### src/rtl/poly_basemul_seq.sv
// poly_basemul_seq: streams N_PAIRS operand pairs from the A/B memories into
// base_case_mul, one pair per cycle, and retires each product pair to the
// result memory at the address it was issued with.
module poly_basemul_seq #(
  parameter  int N_PAIRS     = 128,
  parameter  int MUL_LATENCY = 2,
  localparam int AW          = $clog2(N_PAIRS)
) (
  input  logic          clk,
  input  logic          rst,
  input  logic          start_i,
  output logic          busy_o,
  output logic          done_o,
  output logic          err_o,
  output logic          rd_en_o,
  output logic [AW-1:0] rd_addr_o,
  input  logic [11:0]   a0_i,
  input  logic [11:0]   a1_i,
  input  logic [11:0]   b0_i,
  input  logic [11:0]   b1_i,
  output logic          mul_valid_o,
  output logic [11:0]   mul_a0_o,
  output logic [11:0]   mul_a1_o,
  output logic [11:0]   mul_b0_o,
  output logic [11:0]   mul_b1_o,
  output logic [11:0]   mul_zeta_o,
  input  logic          mul_valid_i,
  input  logic [11:0]   mul_c0_i,
  input  logic [11:0]   mul_c1_i,
  output logic          wr_en_o,
  output logic [AW-1:0] wr_addr_o,
  output logic [11:0]   wr_c0_o,
  output logic [11:0]   wr_c1_o
);

  typedef enum logic [1:0] {S_IDLE, S_RUN, S_DRAIN, S_DONE} state_e;

  // zeta[i] = 17^(2*brv(i)+1) mod 3329, evaluated at elaboration time
  function automatic int zeta_f(input int idx);
    int rev, e, z;
    rev = 0;
    for (int b = 0; b < AW; b++)
      if (((idx >> b) & 1) != 0) rev = rev | (1 << (AW - 1 - b));
    e = 2 * rev + 1;
    z = 1;
    for (int j = 0; j < e; j++) z = (z * 17) % 3329;
    return z;
  endfunction

  logic [11:0] zeta_rom [N_PAIRS];
  for (genvar g = 0; g < N_PAIRS; g++) begin : g_zeta
    localparam logic [11:0] Z = 12'(zeta_f(g));
    assign zeta_rom[g] = Z;
  end

  state_e                         state_q, state_d;
  logic [AW-1:0]                  iss_cnt_q, iss_cnt_d;
  logic [AW:0]                    wr_cnt_q, wr_cnt_d;
  logic                           err_q, err_d;
  logic                           tag_vld_q, tag_vld_d;
  logic [AW-1:0]                  tag_addr_q, tag_addr_d;
  logic [11:0]                    zeta_q, zeta_d;
  logic [MUL_LATENCY-1:0]         vld_pipe_q, vld_pipe_d;
  logic [MUL_LATENCY-1:0][AW-1:0] tag_pipe_q, tag_pipe_d;
  logic                           active, rd_en, pipe_vld;

  assign active   = (state_q == S_RUN) || (state_q == S_DRAIN);
  assign rd_en    = (state_q == S_RUN);
  assign pipe_vld = vld_pipe_q[MUL_LATENCY-1];

  // Sequencer: next state, issue/write counters and sticky protocol error
  always_comb begin
    state_d   = state_q;
    iss_cnt_d = iss_cnt_q;
    wr_cnt_d  = wr_cnt_q;
    err_d     = err_q;
    // multiplier result without a matching tag, or a tag whose result never
    // came; the write counter follows the tag so a lost result cannot hang us
    if (active && (mul_valid_i != pipe_vld)) err_d = 1'b1;
    if (active && pipe_vld) wr_cnt_d = wr_cnt_q + (AW+1)'(1);
    unique case (state_q)
      S_IDLE: if (start_i) begin
        state_d   = S_RUN;
        iss_cnt_d = '0;
        wr_cnt_d  = '0;
        err_d     = 1'b0;
      end
      S_RUN: begin
        iss_cnt_d = iss_cnt_q + AW'(1);
        if (iss_cnt_q == AW'(N_PAIRS - 1)) state_d = S_DRAIN;
      end
      S_DRAIN: if (wr_cnt_d == (AW+1)'(N_PAIRS)) state_d = S_DONE;
      S_DONE:  state_d = S_IDLE;
      default: state_d = S_IDLE;
    endcase
  end

  // Issue tag/zeta register and the tag delay line matching the multiplier
  always_comb begin
    tag_vld_d     = rd_en;
    tag_addr_d    = rd_en ? iss_cnt_q : '0;
    zeta_d        = rd_en ? zeta_rom[iss_cnt_q] : '0;
    vld_pipe_d    = '0;
    tag_pipe_d    = '0;
    vld_pipe_d[0] = tag_vld_q;
    tag_pipe_d[0] = tag_addr_q;
    for (int i = 1; i < MUL_LATENCY; i++) begin
      vld_pipe_d[i] = vld_pipe_q[i-1];
      tag_pipe_d[i] = tag_pipe_q[i-1];
    end
  end

  // State registers; reset flushes everything in flight
  always_ff @(posedge clk) begin
    if (rst) begin
      state_q    <= S_IDLE;
      iss_cnt_q  <= '0;
      wr_cnt_q   <= '0;
      err_q      <= 1'b0;
      tag_vld_q  <= 1'b0;
      tag_addr_q <= '0;
      zeta_q     <= '0;
      vld_pipe_q <= '0;
      tag_pipe_q <= '0;
    end else begin
      state_q    <= state_d;
      iss_cnt_q  <= iss_cnt_d;
      wr_cnt_q   <= wr_cnt_d;
      err_q      <= err_d;
      tag_vld_q  <= tag_vld_d;
      tag_addr_q <= tag_addr_d;
      zeta_q     <= zeta_d;
      vld_pipe_q <= vld_pipe_d;
      tag_pipe_q <= tag_pipe_d;
    end
  end

  assign busy_o      = active;
  assign done_o      = (state_q == S_DONE);
  assign err_o       = err_q;
  assign rd_en_o     = rd_en;
  assign rd_addr_o   = rd_en ? iss_cnt_q : '0;
  // operand data is only meaningful alongside its valid; hold zero otherwise
  assign mul_valid_o = tag_vld_q;
  assign mul_a0_o    = tag_vld_q ? a0_i : '0;
  assign mul_a1_o    = tag_vld_q ? a1_i : '0;
  assign mul_b0_o    = tag_vld_q ? b0_i : '0;
  assign mul_b1_o    = tag_vld_q ? b1_i : '0;
  assign mul_zeta_o  = zeta_q;
  assign wr_en_o     = active && mul_valid_i && pipe_vld;
  assign wr_addr_o   = wr_en_o ? tag_pipe_q[MUL_LATENCY-1] : '0;
  assign wr_c0_o     = wr_en_o ? mul_c0_i : '0;
  assign wr_c1_o     = wr_en_o ? mul_c1_i : '0;

endmodule

### config.mk
export PLATFORM = sky130hd
export DESIGN_NAME = poly_basemul_seq
export DESIGN_NICKNAME = d
export VERILOG_FILES = /design/src/rtl/poly_basemul_seq.sv
export SDC_FILE = /design/constraint.sdc
export NUM_CORES = 1
export LEC_CHECK = 0
export ABC_AREA = 1
export BUFFER_PORTS_ARGS = -buffer_cell sky130_fd_sc_hd__buf_2
export CORE_MARGIN = 2
export CORE_UTILIZATION = 54
export CTS_CLUSTER_DIAMETER = 50
export DETAILED_ROUTE_END_ITERATION = 16
export PLACE_DENSITY_LB_ADDON = 0.25
export SYNTH_ARGS = -nofsm -noshare
export SYNTH_HDL_FRONTEND = slang
export SYNTH_SLANG_ARGS = --single-unit
### constraint.sdc
create_clock -name clk -period 3.3 [get_ports clk]
set_input_delay 0.66 -clock clk [delete_from_list [all_inputs] [get_ports clk]]
set_output_delay 0.66 -clock clk [all_outputs]
set_load 0.03 [all_outputs]
Yosys cells after proc, flatten, opt, wreduce, memory -nomap -nowiden
Memories as Yosys holds them, arrays and structs flattened. A register that Yosys moved wholly into a read port is not among the register bits.
Index checks and enable logic that the tools add are counted.
W data, S select, Z words.
Cells by class
  multiply operators: 0
  bitwise operators: 2
  magnitude comparators: 0
  multiplexer cells: 20
  add/subtract/negate cells: 2
  reduce and logical (&&, ||, !) cells: 10
  shift-type cells: 0
  divide/modulo/power cells: 0
  eq/ne operators: 9
Operators by type and width (count)
  $mux W12: 6
  $mux W8: 3
  $mux W7: 3
  $pmux W7 S2: 1
  $add A8 B1 Y8 const B: 1
  $eq A8 B8 Y1 const B: 1
  $not A7 Y8: 1
  $pmux W2 S4: 1
  $add A7 B1 Y7 const B: 1
  $eq A7 B7 Y1 const B: 1
  $mux W2: 3
  $eq A2 B2 Y1 const B: 2
  $logic_and A1 B1 Y1: 4
  $ne A2 B1 Y1 const B: 2
  $mux W1: 3
  $reduce_and A3 Y1: 1
  $eq A2 B1 Y1 const B: 1
  $logic_not A2 Y1: 1
  $ne A2 B2 Y1 const B: 1
  $reduce_and A2 Y1: 1
  $reduce_bool A2 Y1: 1
  $reduce_or A2 Y1: 1
  $logic_or A1 B1 Y1: 1
  $ne A1 B1 Y1: 1
  $not A1 Y1: 1
Word-level totals
  memory bits (read-only): 1536
  memory bits (writable): 0
  memories: 1
  word-level logic and storage cells: 53
  input bits: 76
  output and inout port bits: 104
  latch bits: 0
  register bits: 42
Memory list
  (name not given): depth 128, width 12, read ports 1, clocked after memory_dff 1, write ports 0, line 102  | zeta_d = rd_en ? zeta_rom[iss_cnt_q] : '0;

Longest topological paths before layout
  depth in word-level cells: 7
  mapped depth: 14
  depth with buffers taken out: 14

Worst setup path after synthesis
No wires, ideal clock.
  path kind: reg-to-output
  from: reg state_q[1]
  to: out wr_c1_o[10]
  cell stages (with the launch flop): 8
  data required time: 2.640 ns
  arrival time: 1.866 ns
  slack: 0.774 ns
  path buffers: 1
  path through: dfxtp_1 inv_1 ha_1 nand2_2 inv_2 nand2_1 clkbuf_1 nor2_1
On the way
  cells in the longest elaborated chain, start to end: 5
  elaborated cells on any way between the ends: 6
  classes of those cells: 2 x eq/ne; 1 x mux; 3 x reduce/logical
Ends and longest elaborated chain
  from (decl): line 56  | state_e state_q, state_d;
  from (signal assigned): line 126  | state_q <= state_d;
  $eq A2 B1 Y1 / $eq A2 B2 Y1 (equally long branches): line 67  | assign active = (state_q == S_RUN) || (state_q == S_DRAIN);
  $logic_or A1 B1 Y1 (*): line 67
  via busy_o: line 12  | output logic busy_o,
  $logic_and A1 B1 Y1 (*) (2 in series): line 150  | assign wr_en_o = active && mul_valid_i && pipe_vld;
  $mux W12 (*): line 153  | assign wr_c1_o = wr_en_o ? mul_c1_i : '0;
  to (decl): line 33  | output logic [11:0] wr_c1_o
Mark *: on every way through the listed nets, which the timed path passes. The rest lies on a longest branch.

Final worst setup path
  from: reg state_q[0]
  to: out wr_c0_o[0]
On the way
  cells in the longest elaborated chain, start to end: 5
  elaborated cells on any way between the ends: 6
  classes of those cells: 2 x eq/ne; 1 x mux; 3 x reduce/logical
Ends and longest elaborated chain
  $eq A2 B1 Y1 / $eq A2 B2 Y1 (equally long branches): line 67
  $logic_or A1 B1 Y1 (*): line 67
  $logic_and A1 B1 Y1 (*) (2 in series): line 150
  $mux W12 (*): line 152  | assign wr_c0_o = wr_en_o ? mul_c0_i : '0;
  to (decl): line 32  | output logic [11:0] wr_c0_o,
Every way passes the cells marked *; elsewhere a longest branch is shown, timed or not.

==> run metrics <==
Initial Utilization=55.19%; largest stage delay on the critical path=390 ps; Die Y=95.41 µm; Top delay family on crit path=buffers and inverters; Bufs and invs on worst path=4; maximum VDD drop=195.1 µV; GRT Total Usage=30.41%; total core area=0.008175 mm²; Hold Buf Count CTS=0; post_cts resized=0; final std cells w/o fill=1,037; syn_nets=874; RSZ-0062 raised after global routing=no; area post-placement=0.005418 mm²; clock buffer depth=2; IO Port Bufs=179; setup_tns=0 ps; drt drc=0; clock sink count=54; Seq/Total Area, Yosys=23.96%; Ant. Diodes=0; Nets=1,033; Slowest-stage cell, CP=dfxtp_1; pins over their slew limit=0; initial antenna violation count=0; Die X=95.41 µm; synthesized instance count=772; vias in the first global route=4,562; DR WL/cell=14.12 µm; hold slack=397.1 ps; share of layout cells above drive strength 1=24.25%; Syn. warnings=0; Post-DRT Antenna Nets=0; vias=5,469; gr ovfl total=0; endpoints failing hold=0; CP endpoint kind=primary output; list of most frequent post-synthesis cells=nand2_1 (180), inv_1 (153), nor2_1 (99); ys flop type=dfxtp_1; TritonCTS Buffers=5; clk slew on worst S/H paths=110 ps; Synth area leader=dfxtp_1; Worst EP required=2640 ps; Initial DRC Count=585; number of synthesized flops with an enable pin=0; Hold Crit Class=flip-flop to flip-flop; Clock Skew=15.47 ps; synth unique cells=42; max_cap viols=0; Final Instance Area=0.005534 mm²; CTS tree=built; synth top area cells=dfxtp_1 (24%), nand2_1 (15%), inv_1 (13%); Pre-antenna DRT Iters=7; P_leak=3.395 nW; placed insts=1,029; post-CTS setup buffer count=0; Mapped Avg Cell Area=5.844 µm²; Max transition margin=43.47%; final setup fails=0; Detailed Place HPWL=11,020 µm; synthesized area=0.004512 mm²; routability cong.=1.010; # rows=33; first-pass GRT wire length=21,820 µm; f_max=0.3793 GHz; Area Growth Syn to Fin=22.66%; Arr. time, crit path=1980 ps; crit-path cells=inv_1 > ha_1 > nand2_2 > inv_2 > nand2_1 > buf_4 > nor2_1 > buf_2; async set or reset register ratio after synthesis=0%; Die Area=0.009102 mm²; Cell Pwr Density=402.3 mW/mm²; Final period util=79.90%; largest net degree at the start of global routing=49; crit path kind=flip-flop to primary output; status=finished clean; post-route minimum period=2637 ps; Top Ports=180; DRT Wirelength=14,650 µm; area fraction of the dominant cell type after synthesis=23.96%; clk_lat worst skew=320 ps; root buf cell=clkbuf_8; CP Launch Type=flip-flop; Worst-Margin Slew=844.9 ps; CP max FO=32; via density per instance=5.274; most frequent cell after synthesis=nand2_1; H-tree levels=2; Synth Register Bits=54
==> logic make-up (layout without fill, tap and decap cells) <==
logic type | Yosys count | after routing | share of synthesized area [%]
AND/OR/NAND/NOR | 363 | 363 | 34.28
buffers and inverters | 197 | 357 | 17.58
AO/OA/AOI/OAI | 131 | 131 | 16.78
flip-flops | 54 | 54 | 23.96
adder cells (fa/ha/maj) | 26 | 26 | 7.210
XOR/XNOR | 1 | 1 | 0.1942
==> placed cells by master (no fill, tap or decap), types with 2 or more instances in the layout <==
cell and n:
o21ai_0 41, or2_2 2, nor2_1 99, a21oi_1 39, ha_1 26, nor2_4 4
nand3b_1 2, dfxtp_1 54, buf_2 179, nand4_1 3, nand2_1 180, o22ai_1 2
o211ai_1 12, o21ai_2 3, a211oi_1 3, clkbuf_8 5, nor2_2 5, nor3_1 9
a31oi_1 8, inv_1 153, o21ai_1 11, nand3_1 48, inv_2 7, o31ai_1 3
o311ai_0 2, nand2_2 6, buf_4 9, o221ai_1 2
==> worst register-to-register path, cell delays in order, from the launching register on <==
cell,delay (ps)
dfxtp_1,350
inv_1,90
ha_1,430
inv_1,160
nor2_2,370
inv_1,140
nor2_1,670
nand2_1,150
o21ai_2,80
==> flip-flops by register name, summed over array words and instances (netlist names) <==
signal and flops:
mul_zeta_o 12, wr_cnt_q 8, iss_cnt_q 7, tag_addr_q 7, tag_pipe_d 7, tag_pipe_q 7, state_q 2, vld_pipe_q 2
err_o 1, mul_valid_o 1
==> report_power, final <==
group | switching (mW) | total [mW] | internal [mW] | leakage (nW)
Combinational | 0.735 | 1.04 | 0.302 | 2.90
Clock | 0.230 | 0.461 | 0.230 | 0.0587
Sequential | 0.0430 | 0.728 | 0.685 | 0.436
Total | 1.01 | 2.23 | 1.22 | 3.39
==> metrics by stage <==
| stage | util (%) | power (mW) | setup slack (ps) |
|---|---|---|---|
| floorplan | - | 1.474 | 774.1 |
| global placement | 66.27 | 1.753 | 876.6 |
| detailed placement | 66.27 | 1.753 | 931.0 |
| CTS | 67.69 | 2.213 | 642.8 |
| global route | 67.69 | 2.362 | 491.2 |
| finish | 67.69 | 2.226 | 663.4 |
==> per-layer routing <==
layer,global-route usage [%],vias up,wire (µm)
met5,0,-,0
met4,10.71,0,399
met3,4.348,48,1642
met2,47.42,331,6447
met1,42.91,2384,6158
li1,-,2706,-
==> cell type report <==
type / instances / area [µm²]
well taps: 105 / 131.4
clock inverters: 3 / 47.55
flip-flops and latches: 54 / 1081
multi-input cells: 521 / 2638
inverters: 161 / 604.3
fillers: 802 / 2641
clock buffers: 5 / 68.82
repair buffers: 188 / 963.4
==> path summary, 6_finish.rpt <==
path | slack, ps | from | cells past startpoint | endpoint
worst min-delay path | 400 | vld_pipe_q[0] | 2 | vld_pipe_q[1]
worst max-delay path | 660 | state_q[0] | 8 | wr_c0_o[0]
worst min register to register | 400 | vld_pipe_q[0] | 2 | vld_pipe_q[1]
worst max register to register | 810 | state_q[1] | 8 | mul_zeta_o[9]
No activity file was read; power rests on OpenSTA's default activity.
